[src/rtl/hazard_ctrl.sv]
// Hazard controller for the 5-stage core: shadow EX/MEM/WB destinations, forwarding,
// load-use stalls and branch flush. Define HAZARD_STATS_EN to add stall/flush counters.
module hazard_ctrl #(
  parameter int unsigned LOAD_STALL_CYCLES = 1,
  parameter int unsigned REG_W             = 4
) (
  input  logic             clk,
  input  logic             reset,
  input  logic [REG_W-1:0] id_rn,
  input  logic [REG_W-1:0] id_rm,
  input  logic [REG_W-1:0] id_rd,
  input  logic             id_use_rn,
  input  logic             id_use_rm,
  input  logic             id_use_rd,
  input  logic             id_rf_e,
  input  logic             id_load,
  input  logic             id_branch_taken,
  input  logic             mem_wait,
  output logic             pc_e,
  output logic             ifid_e,
  output logic             ifid_flush,
  output logic             nop_s,
  output logic [1:0]       fwd_a,
  output logic [1:0]       fwd_b,
`ifdef HAZARD_STATS_EN
  output logic [1:0]       fwd_c,
  output logic [15:0]      stall_cnt,
  output logic [15:0]      flush_cnt
`else
  output logic [1:0]       fwd_c
`endif
);

  typedef enum logic [0:0] {StRun, StStall} state_e;

  localparam logic [1:0]       StallInit = 2'(LOAD_STALL_CYCLES - 1);
  localparam logic [REG_W-1:0] RegPc     = '1;

  state_e           state_q;
  logic [1:0]       cnt_q;
  logic             ex_v_q, ex_rf_q, ex_ld_q;
  logic             mem_v_q, mem_rf_q, mem_ld_q;
  logic             wb_v_q, wb_rf_q;
  logic [REG_W-1:0] ex_rd_q, mem_rd_q, wb_rd_q;
  logic             load_use;

  // R15 is the PC and is never a forwarding or stall source.
  function automatic logic [1:0] fwd_sel(input logic use_src, input logic [REG_W-1:0] src);
    if (!use_src || src == RegPc) return 2'b00;
    if (ex_v_q && ex_rf_q && ex_rd_q == src) return 2'b01;
    if (mem_v_q && mem_rf_q && mem_rd_q == src) return 2'b10;
    if (wb_v_q && wb_rf_q && wb_rd_q == src) return 2'b11;
    return 2'b00;
  endfunction

  always_comb begin
    fwd_a = fwd_sel(id_use_rn, id_rn);
    fwd_b = fwd_sel(id_use_rm, id_rm);
    fwd_c = fwd_sel(id_use_rd, id_rd);
    // An EX-stage match is exactly the 01 select, since EX has top priority.
    load_use = ex_ld_q && (fwd_a == 2'b01 || fwd_b == 2'b01 || fwd_c == 2'b01);
  end

  always_comb begin
    pc_e       = 1'b1;
    ifid_e     = 1'b1;
    nop_s      = 1'b0;
    ifid_flush = 1'b0;
    if (!reset) begin
      pc_e = 1'b1;
    end else if (mem_wait) begin
      pc_e   = 1'b0;
      ifid_e = 1'b0;
    end else if (state_q == StStall || load_use) begin
      pc_e   = 1'b0;
      ifid_e = 1'b0;
      nop_s  = 1'b1;
    end else begin
      ifid_flush = id_branch_taken;
    end
  end

  always_ff @(posedge clk or negedge reset) begin
    if (!reset) begin
      state_q  <= StRun;
      cnt_q    <= 2'd0;
      ex_v_q   <= 1'b0;
      ex_rd_q  <= '0;
      ex_rf_q  <= 1'b0;
      ex_ld_q  <= 1'b0;
      mem_v_q  <= 1'b0;
      mem_rd_q <= '0;
      mem_rf_q <= 1'b0;
      mem_ld_q <= 1'b0;
      wb_v_q   <= 1'b0;
      wb_rd_q  <= '0;
      wb_rf_q  <= 1'b0;
    end else if (!mem_wait) begin
      ex_v_q   <= !nop_s;
      ex_rd_q  <= id_rd;
      ex_rf_q  <= id_rf_e;
      ex_ld_q  <= id_load;
      mem_v_q  <= ex_v_q;
      mem_rd_q <= ex_rd_q;
      mem_rf_q <= ex_rf_q;
      mem_ld_q <= ex_ld_q;
      wb_v_q   <= mem_v_q;
      wb_rd_q  <= mem_rd_q;
      wb_rf_q  <= mem_rf_q;
      unique case (state_q)
        StRun: begin
          if (load_use && LOAD_STALL_CYCLES > 1) begin
            state_q <= StStall;
            cnt_q   <= StallInit;
          end
        end
        StStall: begin
          cnt_q <= cnt_q - 2'd1;
          if (cnt_q == 2'd1) state_q <= StRun;
        end
        default: state_q <= StRun;
      endcase
    end
  end

`ifdef HAZARD_STATS_EN
  always_ff @(posedge clk or negedge reset) begin
    if (!reset) begin
      stall_cnt <= 16'd0;
      flush_cnt <= 16'd0;
    end else begin
      if (nop_s && stall_cnt != 16'hFFFF) stall_cnt <= stall_cnt + 16'd1;
      if (ifid_flush && flush_cnt != 16'hFFFF) flush_cnt <= flush_cnt + 16'd1;
    end
  end
`endif

endmodule

[config.mk]
export PLATFORM = sky130hd
export DESIGN_NAME = hazard_ctrl
export DESIGN_NICKNAME = d
export VERILOG_FILES = /design/src/rtl/hazard_ctrl.sv
export SDC_FILE = /design/constraint.sdc
export NUM_CORES = 1
export LEC_CHECK = 0
export CAP_MARGIN = 40
export CORE_MARGIN = 3
export CORE_UTILIZATION = 50
export DETAILED_ROUTE_END_ITERATION = 6
export GPL_TIMING_DRIVEN = 0
export HOLD_SLACK_MARGIN = 0.05
export PLACE_DENSITY = 0.79
export SLEW_MARGIN = 5
export SYNTH_ARGS = -nofsm -noshare
export SYNTH_HDL_FRONTEND = slang
export SYNTH_SLANG_ARGS = --single-unit
export TNS_END_PERCENT = 50
[constraint.sdc]
create_clock -name clk -period 2.2 [get_ports clk]
set_input_delay 0.44 -clock clk [delete_from_list [all_inputs] [get_ports clk]]
set_output_delay 0.44 -clock clk [all_outputs]
set_load 0.01 [all_outputs]
==> reports/qor.txt <==
post-DP HPWL - 2580 um
vias per std cell - 5.89
crit-path cells - xnor2_2, nand3_2, nor4_4, o31a_1, buf_6, o31ai_4, buf_4, buf_6
core area - 0.00259 sq mm
die area - 0.00350 sq mm
Critical Path Start Type - flop
Synth cell types - 27
unrepaired setup endpoints after global routing - true
routability cong. - 0.835
Register-to-Register Path Depth - 7
layout cells sized above 1 - 0.364
Yosys top cell by area - dfrtp_1
synthesis-stage register bit count - 22
Inserted Clock Buffers - 3
fin crit share - 1.13
Slowest-stage cell, CP - dfrtp_2
P_leak - 0.000818 uW
final WL - 3720 um
global-route wire length before repair - 6110 um
GRT Max-Usage Layer - met2
initial antenna violation count - 0
Post-synth EDFFs - 0
CTS Hold Bufs - 0
Die Span X - 59.2 um
largest net degree at the start of global routing - 16
Max Clock Skew - 0.00109 ns
CP Max Fanout - 4
f_max - 402 MHz
worst r2r src - ex_rd_q[3]
Worst VDD drop - 603 uV
CP peak stage delay - 0.48 ns
post-synthesis sequential area ratio - 0.390
commonest register cell after synthesis - dfrtp_1
CP endpoint - pc_e
H-tree depth - 1
cell area after synthesis - 0.00141 sq mm
Hold Crit Class - primary input to async pin
growth of design area from synthesis to finish - 37.2%
slew of the pin with the lowest slew margin - 0.552 ns
r2r endpoint - ex_v_q
Clock Latency Late Sink - 0.31 ns
syn_nets - 163
Top cell by count, worst path - buf_6
IO Pins - 31
WP data arrival - 2.05 ns
TritonRoute pass-1 iters - 4
WP data required - 1.76 ns
setup ws final - -0.289 ns
GR Overflow Total - 0
antenna-violating nets left - 0
initial core utilization - 0.545
final worst path period need - 2.49 ns
final setup violating endpoints - 5
maxcap violations - 0
met3 Usage GRT - 0.0327
Synth top area share - 0.390
Critical Path Source - ex_rd_q[3]
vias in the first global route - 1284
GRT Resource Usage Total - 0.233
CTS tree - done
WS Path Type - flop to output port
Syn Area/Cell - 10.0 sq um
Final Hold Viols - 0
Clock transition at path regs - 0.13 ns
Synth Warn # - 0
max-slew violations - 0
# port buffers - 30
worst hold-check slack - 0.164 ns
Power Density - 618 mW/mm^2
GRT met2 Usage - 0.390
pre-CTS setup slack - -0.975 ns
cell row count - 18
flop2flop setup slack - 0.51 ns
Post-synth ARST share - 1.00
Worst setup EP type - output port
WL/cell - 17.4 um
top cells by area, synth - dfrtp_1, mux2_2, xnor2_1
failing checks - setup timing
Die Y-Extent - 59.2 um
Slew HR - 0.632
final net count - 207
post-synthesis cell count - 141
met1 Use GR - 0.294
Fillers - 185
outcome - complete, but fails checks
CTS Sinks - 22
CTS Root Cell - clkbuf_4
ANT cells - 0
CTS max path bufs - 2
DR DRC count - 0
initial drt markers - 48
Via Count - 1260
-- sequential cells by signal (all words and copies together) (netlist names) --
signal    count
cnt_q         2
ex_ld_q       1
ex_rd_q       4
ex_rf_q       1
ex_v_q        1
mem_rd_q      4
mem_rf_q      1
mem_v_q       1
state_q       1
wb_rd_q       4
wb_rf_q       1
wb_v_q        1
-- through the flow --
step	total power [uW]	setup TNS, ns	std cells	area, sq um	util
floorplan	698	0	141	1410	-
global placement	818	-6.66	201	1750	0.676
detailed placement	835	-6.71	202	1770	0.682
CTS	1170	-1.63	212	1890	0.730
global route	1270	-2.11	214	1940	0.748
finish	1200	-1.24	214	1940	0.748
-- cell usage in the layout, fill, tap and decap left out, types with 2 or more instances in the layout --
cell type,synthesis,final
a211oi_1,3,3
a31oi_1,3,3
buf_2,0,3
buf_4,1,8
buf_6,0,2
clkbuf_1,2,2
clkbuf_2,0,7
clkbuf_4,0,3
clkdlybuf4s50_1,0,8
dfrtp_1,22,14
dfrtp_2,0,8
dlygate4sd2_1,0,10
inv_1,3,3
mux2_2,17,17
nand2_1,14,13
nand3_1,3,2
nand4_1,6,6
nor2_1,9,8
nor2b_1,2,2
nor3_2,1,7
o21ai_0,3,3
xnor2_1,18,15
xnor2_2,0,3
xor2_1,17,16
-- cell usage after synthesis, types with 2 or more instances --
library cell  count
a211oi_1          3
a31oi_1           3
clkbuf_1          2
dfrtp_1          22
inv_1             3
mux2_2           17
nand2_1          14
nand3_1           3
nand4_1           6
nor2_1            9
nor2b_1           2
nor3_1            6
nor4_1            2
o21ai_0           3
xnor2_1          18
xor2_1           17
-- critical path: cells and delay by family (launching register included) --
family	cells	cell delay, ns
AOI/OAI and AO/OA	2	0.52
DFF	1	0.48
buffers and inverters	3	0.38
xor gates and xnor gates	1	0.17
and+or+nand+nor	2	0.19
-- routing by layer --
layer | share of wire | vias to the layer above
met5 | 0 | -
met4 | 0.038 | 0
met3 | 0.058 | 17
met2 | 0.51 | 46
met1 | 0.39 | 616
li1 | - | 581
-- repair_timing --
action | CTS | global route
pin swaps | 9 | 9
endpoints found under the setup margin | 10 | 10
gates resized for setup | 53 | 22
buffers inserted | 6 | 2
-- worst min path at each step --
| stage | from | endpoint | slack, ns | cells after the start |
|---|---|---|---|---|
| 2_1_floorplan | reset | cnt_q[0] | 0.14 | 0 |
| 3_3_place_gp | cnt_q[0] | cnt_q[0] | 0.46 | 1 |
| 3_5_place_dp | cnt_q[0] | cnt_q[0] | 0.47 | 1 |
| 4_1_cts | reset | wb_v_q | 0.18 | 1 |
| 5_1_grt | reset | mem_rf_q | 0.16 | 1 |
| 6_report | reset | wb_v_q | 0.16 | 1 |
-- logic make-up (layout without fill, tap and decap cells) --
| kind of cell | Yosys count | in the layout | share of synthesized area |
|---|---|---|---|
| flops | 22 | 22 | 0.390 |
| xor+xnor | 35 | 35 | 0.217 |
| fa+ha+maj | 1 | 1 | 0.00886 |
| mux | 17 | 17 | 0.136 |
| compound gates | 16 | 16 | 0.0833 |
| buf+inv | 7 | 50 | 0.0213 |
| simple gates | 43 | 43 | 0.144 |
-- report_power, final --
group          total, uW  internal [uW]  switching, uW
registers            519            450           68.9
clock network        314            184            130
logic                365            184            181
-- final cells by class --
type                       count  area [sq um]  share of cell area
multi-input combinational    112           937               0.484
clock inverter                 1          30.0              0.0155
sequential                    22           561               0.289
buffer                         3          15.0             0.00775
tap                           30          37.5              0.0194
inverter                       4          15.0             0.00775
clock buffer                   3          22.5              0.0116
timing repair buffer          39           320               0.165
Note: power is estimated with default switching activity, not from simulation.
